==> config.mk <==
export PLATFORM = sky130hd
export DESIGN_NAME = ram_stream_reader
export DESIGN_NICKNAME = d
export VERILOG_FILES = /design/src/rtl/ram_stream_reader.sv
export SDC_FILE = /design/constraint.sdc
export NUM_CORES = 1
export LEC_CHECK = 0
export ABC_AREA = 1
export CELL_PAD_IN_SITES_DETAIL_PLACEMENT = 1
export CELL_PAD_IN_SITES_GLOBAL_PLACEMENT = 2
export CORE_AREA = 2 2 129 131
export DETAILED_ROUTE_END_ITERATION = 6
export DIE_AREA = 0 0 131 133
export PLACE_DENSITY = 0.77
export SLEW_MARGIN = 20
export SYNTH_ARGS = -nofsm -noshare
export SYNTH_HDL_FRONTEND = slang
export SYNTH_SLANG_ARGS = --single-unit
==> constraint.sdc <==
create_clock -name clk -period 1.9 [get_ports clk]
set_clock_uncertainty 0.05 [all_clocks]
set_input_delay 0.285 -clock clk [delete_from_list [all_inputs] [get_ports clk]]
set_output_delay 0.285 -clock clk [all_outputs]
set_load 0.02 [all_outputs]
==> src/rtl/ram_stream_reader.sv <==
`default_nettype none
// ============================================================================
// Module   : ram_stream_reader
// Purpose  : Walks a contiguous RAM address range on command, issues reads to
//            a synchronous-read port and streams the returned words out on a
//            valid/ready interface with full backpressure.
// Revision : 1.0 - initial release
// ============================================================================
module ram_stream_reader #(
  parameter int ADDR_WIDTH = 14,
  parameter int DATA_WIDTH = 16
) (
  input  logic                  clk,
  input  logic                  reset,
  input  logic                  start,
  input  logic [ADDR_WIDTH-1:0] base_addr,
  input  logic [ADDR_WIDTH:0]   count,
  output logic                  busy,
  output logic                  done,
  output logic [ADDR_WIDTH-1:0] mem_addr,
  output logic                  mem_rd_en,
  input  logic [DATA_WIDTH-1:0] mem_rdata,
  output logic [DATA_WIDTH-1:0] out_data,
  output logic                  out_valid,
  input  logic                  out_ready,
  output logic                  out_last
);

  localparam logic [1:0] IDLE  = 2'd0;
  localparam logic [1:0] READ  = 2'd1;
  localparam logic [1:0] DRAIN = 2'd2;

  localparam logic [ADDR_WIDTH-1:0] ADDR_ONE = {{(ADDR_WIDTH-1){1'b0}}, 1'b1};
  localparam logic [ADDR_WIDTH:0]   CNT_ONE  = {{ADDR_WIDTH{1'b0}}, 1'b1};

  logic [1:0]            state;
  logic [ADDR_WIDTH-1:0] addr;
  logic [ADDR_WIDTH:0]   remaining;
  logic                  inflight;
  logic                  inflight_last;

  // Two-entry output buffer: head drives the stream outputs directly.
  logic                  head_valid;
  logic                  head_last;
  logic [DATA_WIDTH-1:0] head_data;
  logic                  tail_valid;
  logic                  tail_last;
  logic [DATA_WIDTH-1:0] tail_data;

  logic       accept;
  logic       issue;
  logic [1:0] held_after;

  assign accept    = head_valid & out_ready;
  assign mem_rd_en = issue;
  assign mem_addr  = addr;
  assign busy      = (state != IDLE);
  assign out_valid = head_valid;
  assign out_data  = head_data;
  assign out_last  = head_last;

  // A read may only be issued if the word it returns is guaranteed a slot:
  // buffered words plus the in-flight read, after this cycle's accept, must be < 2.
  always_comb begin
    held_after = {1'b0, head_valid} + {1'b0, tail_valid} + {1'b0, inflight}
               - {1'b0, accept};
    issue      = (state == READ) && (remaining != '0) && (held_after < 2'd2);
  end

  // Command sequencing: capture, address walk, drain, and completion pulse.
  always_ff @(posedge clk) begin
    if (reset) begin
      state     <= IDLE;
      addr      <= '0;
      remaining <= '0;
      done      <= 1'b0;
    end else begin
      done <= 1'b0;
      case (state)
        IDLE: begin
          if (start) begin
            if (count == '0) begin
              done <= 1'b1;
            end else begin
              addr      <= base_addr;
              remaining <= count;
              state     <= READ;
            end
          end
        end
        READ: begin
          if (issue) begin
            addr      <= addr + ADDR_ONE;
            remaining <= remaining - CNT_ONE;
            if (remaining == CNT_ONE) begin
              state <= DRAIN;
            end
          end
        end
        DRAIN: begin
          if (accept && head_last) begin
            state <= IDLE;
            done  <= 1'b1;
          end
        end
        default: state <= IDLE;
      endcase
    end
  end

  // Track the read whose data arrives on mem_rdata this cycle.
  always_ff @(posedge clk) begin
    if (reset) begin
      inflight      <= 1'b0;
      inflight_last <= 1'b0;
    end else begin
      inflight      <= issue;
      inflight_last <= issue && (remaining == CNT_ONE);
    end
  end

  // Output buffer: pop from head on accept, push returning read data behind it.
  always_ff @(posedge clk) begin
    if (reset) begin
      head_valid <= 1'b0;
      head_last  <= 1'b0;
      head_data  <= '0;
      tail_valid <= 1'b0;
      tail_last  <= 1'b0;
      tail_data  <= '0;
    end else if (accept) begin
      if (tail_valid) begin
        head_data  <= tail_data;
        head_last  <= tail_last;
        tail_valid <= inflight;
        if (inflight) begin
          tail_data <= mem_rdata;
          tail_last <= inflight_last;
        end
      end else if (inflight) begin
        head_data <= mem_rdata;
        head_last <= inflight_last;
      end else begin
        head_valid <= 1'b0;
      end
    end else if (inflight) begin
      if (!head_valid) begin
        head_valid <= 1'b1;
        head_data  <= mem_rdata;
        head_last  <= inflight_last;
      end else begin
        tail_valid <= 1'b1;
        tail_data  <= mem_rdata;
        tail_last  <= inflight_last;
      end
    end
  end

endmodule
`default_nettype wire

==> reports/metrics.yaml <==
global_routing:
  track_usage_pct: 16.28
  grt_pass1_vias: 4456
  antenna_found_initial: 0
  overflow: 0
  grt_pass1_wl_mm: 22.20
  grt_max_degree: 36
timing:
  finalCritPeriodShare_pct: 108.9
  final-hold-violation-count: 0
  finalSetupViolCount: 30
  timing.slew.headroom_pct: 75.55
  slew_violations: 0
  worst_slew_pin_slew_ns: 0.3629
  worst_slack_ns: -0.1694
  whs_ns: 0.3999
  setup_tns_ns: -1.851
  period_needed_ns: 2.069
  fmax_mhz: 483.2
  rsz0062_at_grt: "true"
worst_setup_path:
  r2r_slack_ns: -0.11
  arrival_ns: 1.73
  worstPathCellList: "nand2_4 -> ha_4 -> ha_4 -> nand2_4 -> nand3_2 -> nand2_2 -> nor2_2 -> nand2_2 -> inv_2 -> buf_6"
  cp_max_fo: 2
  critPathLaunchType: "flip-flop"
  slowest_stage: "dfxtp_4"
  timing.rr.end: "remaining[7]"
  timing.rr.start: "out_valid"
  cpPeakStageDelay_ns: 0.36
  worstPathRequired_ns: 1.56
  r2r_cells: 15
  critPathKind: "flip-flop to primary output"
  worstSetupEndpointType: "primary output"
routing:
  wirelength_mm: 13.77
  drc: 0
  avgRoutedWirePerCell_microns: 14.73
  ant_nets: 0
  viasPerCell: 4.621
  dr.pass1.iters: 4
  vias: 4321
  drtIter0Drc: 134
yosys:
  synth_fa_ha_area_share_pct: 2.309
  yosysSeqAreaShare_pct: 36.94
  synth_edf_count: 0
  yosys.area_share.simple_pct: 32.72
  synth_fp_nets: 636
  synth_xor_area_share_pct: 0.2309
  syn_inst: 580
  synth-main-ff-cell: "dfxtp_1"
  syn_avg_cell_area_sq_um: 6.541
  synth_top_family_by_area: "simple AND/OR/NAND/NOR gates"
  synth-async-reset-ratio_pct: 0
  synth_seq_cells: 70
  netlist_area_sq_um: 3794
  synth_compound_area_share_pct: 18.40
  yosys-mux-area-fraction_pct: 0.2639
  ys_warn_count: 0
  yosysUniqueCellTypes: 30
power:
  seqPwrFrac_pct: 34.3
  power_frac_clock_pct: 36.4
  p_leak_uw: 0.002330
  combPwrFrac_pct: 29.4
  powerDensity_nw_per_um2: 815.7
  power.switching_uw: 1618
  internal-power_uw: 3281
  vdd_drop_max_mv: 0.4791
  p_sw_share_pct: 33.03
  p_total_uw: 4899
worst_hold_path:
  hold-path-endpoint: "tail_data[1]"
  hp-class: "flip-flop to flip-flop"
  worstHoldStart: "tail_data[1]"
  whs_path_depth: 2
run_status:
  outcome: "complete, but fails checks"
  violations: "setup timing"
placement:
  hpwl_mm: 9.547
  dp.cells: 911
  place_ws_ns: -0.8050
  routabilityCongestion: 0.7834
  portBuffers: 83
cts:
  cts_made_buffers: 9
  cts_sinks: 70
  clockBufferDepth: 2
  clock_latency_ns: 0.35
  htreeDepth: 3
  cts_tree: "yes"
  clkSlewWorstSetupHoldPaths_ns: 0.06
  root_buffer: "clkbuf_16"
  holdBufCountCts: 0
floorplan:
  initial_core_util_pct: 23.46
  fp-row-count: 47
  fp.dieW_microns: 131
  core_sq_um: 16170
  ioPinCount: 84
  die_area_sq_um: 17420
  die_height_microns: 133
final_layout:
  nets: 766
  area_delta_synth_final_pct: 58.31
  layout_common_cells: "nand2_1 (126), clkdlybuf4s50_1 (80), dfxtp_1 (68)"
  layout-drive-gt1-share_pct: 22.66
  antenna_cells: 0
  final_common_cell: "nand2_1"
  stdcell_count: 935
flow_run:
  cap_violations: 0
routing by layer:
metal / wire, microns / track usage, %
met3: 687 / 4.125
met2: 6904 / 28.67
met1: 5996 / 19.40
met4: 185 / 4.433
met5: 0 / 0
cell families (layout without fill, tap and decap cells):
kind of cell	Yosys count	count (layout)
AO/OA/AOI/OAI	126	126
XOR/XNOR	1	1
adder cells (fa/ha/maj)	7	7
buffers and inverters	82	217
flip-flops	70	70
multiplexers	1	1
AND/OR/NAND/NOR	293	293
power groups by stage:
stage / Sequential, uW / Clock (uW) / Combinational (uW)
2_1_floorplan: 1740 / 0 / 591
3_3_place_gp: 1700 / 0 / 1150
3_5_place_dp: 1700 / 0 / 1180
4_1_cts: 1680 / 1840 / 1310
5_1_grt: 1700 / 1890 / 1570
6_report: 1680 / 1780 / 1440
flip-flops by register name, summed over array words and instances, names as in the netlist:
name,cells
tail_data,16
mem_addr,14
state,2
out_valid,1
out_last,1
done,1
inflight,1
inflight_last,1
tail_last,1
out_data,16
tail_valid,1
remaining,15
per-stage QoR:
stage                     instance area (sq um)  utilization [%]
after global routing                       6006            37.14
final                                      6006            37.14
after CTS                                  5747            35.54
after floorplan                            3822                -
after global placement                     5258            32.51
after detailed placement                   5258            32.51
layout make-up:
cell class              instances  area [sq um]
flip-flops and latches         70          1406
fillers                      1985         10170
repair buffers                142          1400
inverters                      56         222.7
clock inverters                 6         68.82
clock buffers                  10         239.0
well taps                     220         275.3
multi-input cells             428          2341
repair inverters                3         52.55
timing repair:
action	4_1_cts	5_1_grt
gates cloned	2	2
setup buffers	2	3
resized for setup	46	58
pin swaps	5	7
endpoints found under the setup margin	33	32
worst max-delay path: cells and delay by family, from the launching register on:
family | cells | cell delay (ns)
adder cells (fa/ha/maj) | 2 | 0.48
AND/OR/NAND/NOR | 6 | 0.37
flip-flops | 1 | 0.36
buffers and inverters | 2 | 0.17
Yosys cell counts, types with 3 or more instances:
| cell type | number | area share [%] |
|---|---|---|
| nor2_1 | 83 | 8.2 |
| ha_1 | 7 | 2.3 |
| nor2_2 | 3 | 0.49 |
| nand3_1 | 40 | 5.3 |
| nand2_1 | 140 | 14 |
| o21ai_0 | 48 | 6.3 |
| a21oi_2 | 4 | 0.92 |
| a21oi_1 | 50 | 6.6 |
| dfxtp_1 | 70 | 37 |
| or2_2 | 8 | 1.3 |
| a31oi_1 | 3 | 0.49 |
| inv_1 | 53 | 5.2 |
| o211ai_1 | 19 | 3.8 |
| clkbuf_1 | 13 | 1.3 |
| buf_6 | 3 | 0.89 |
| nand2_2 | 4 | 0.66 |
| nand4_1 | 8 | 1.3 |
| buf_2 | 9 | 1.2 |
worst max path at each step:
stage	start	to	slack, ns	depth (start not counted)
final	out_valid	mem_rd_en	-0.17	10
after global routing	out_valid	mem_rd_en	-0.26	10
after CTS	out_valid	mem_rd_en	-0.22	10
after global placement	out_ready	mem_rd_en	-0.79	11
after detailed placement	out_ready	mem_rd_en	-0.80	11
after floorplan	out_valid	remaining[10]	0.005	13
Note: power is estimated with default switching activity, not from simulation.
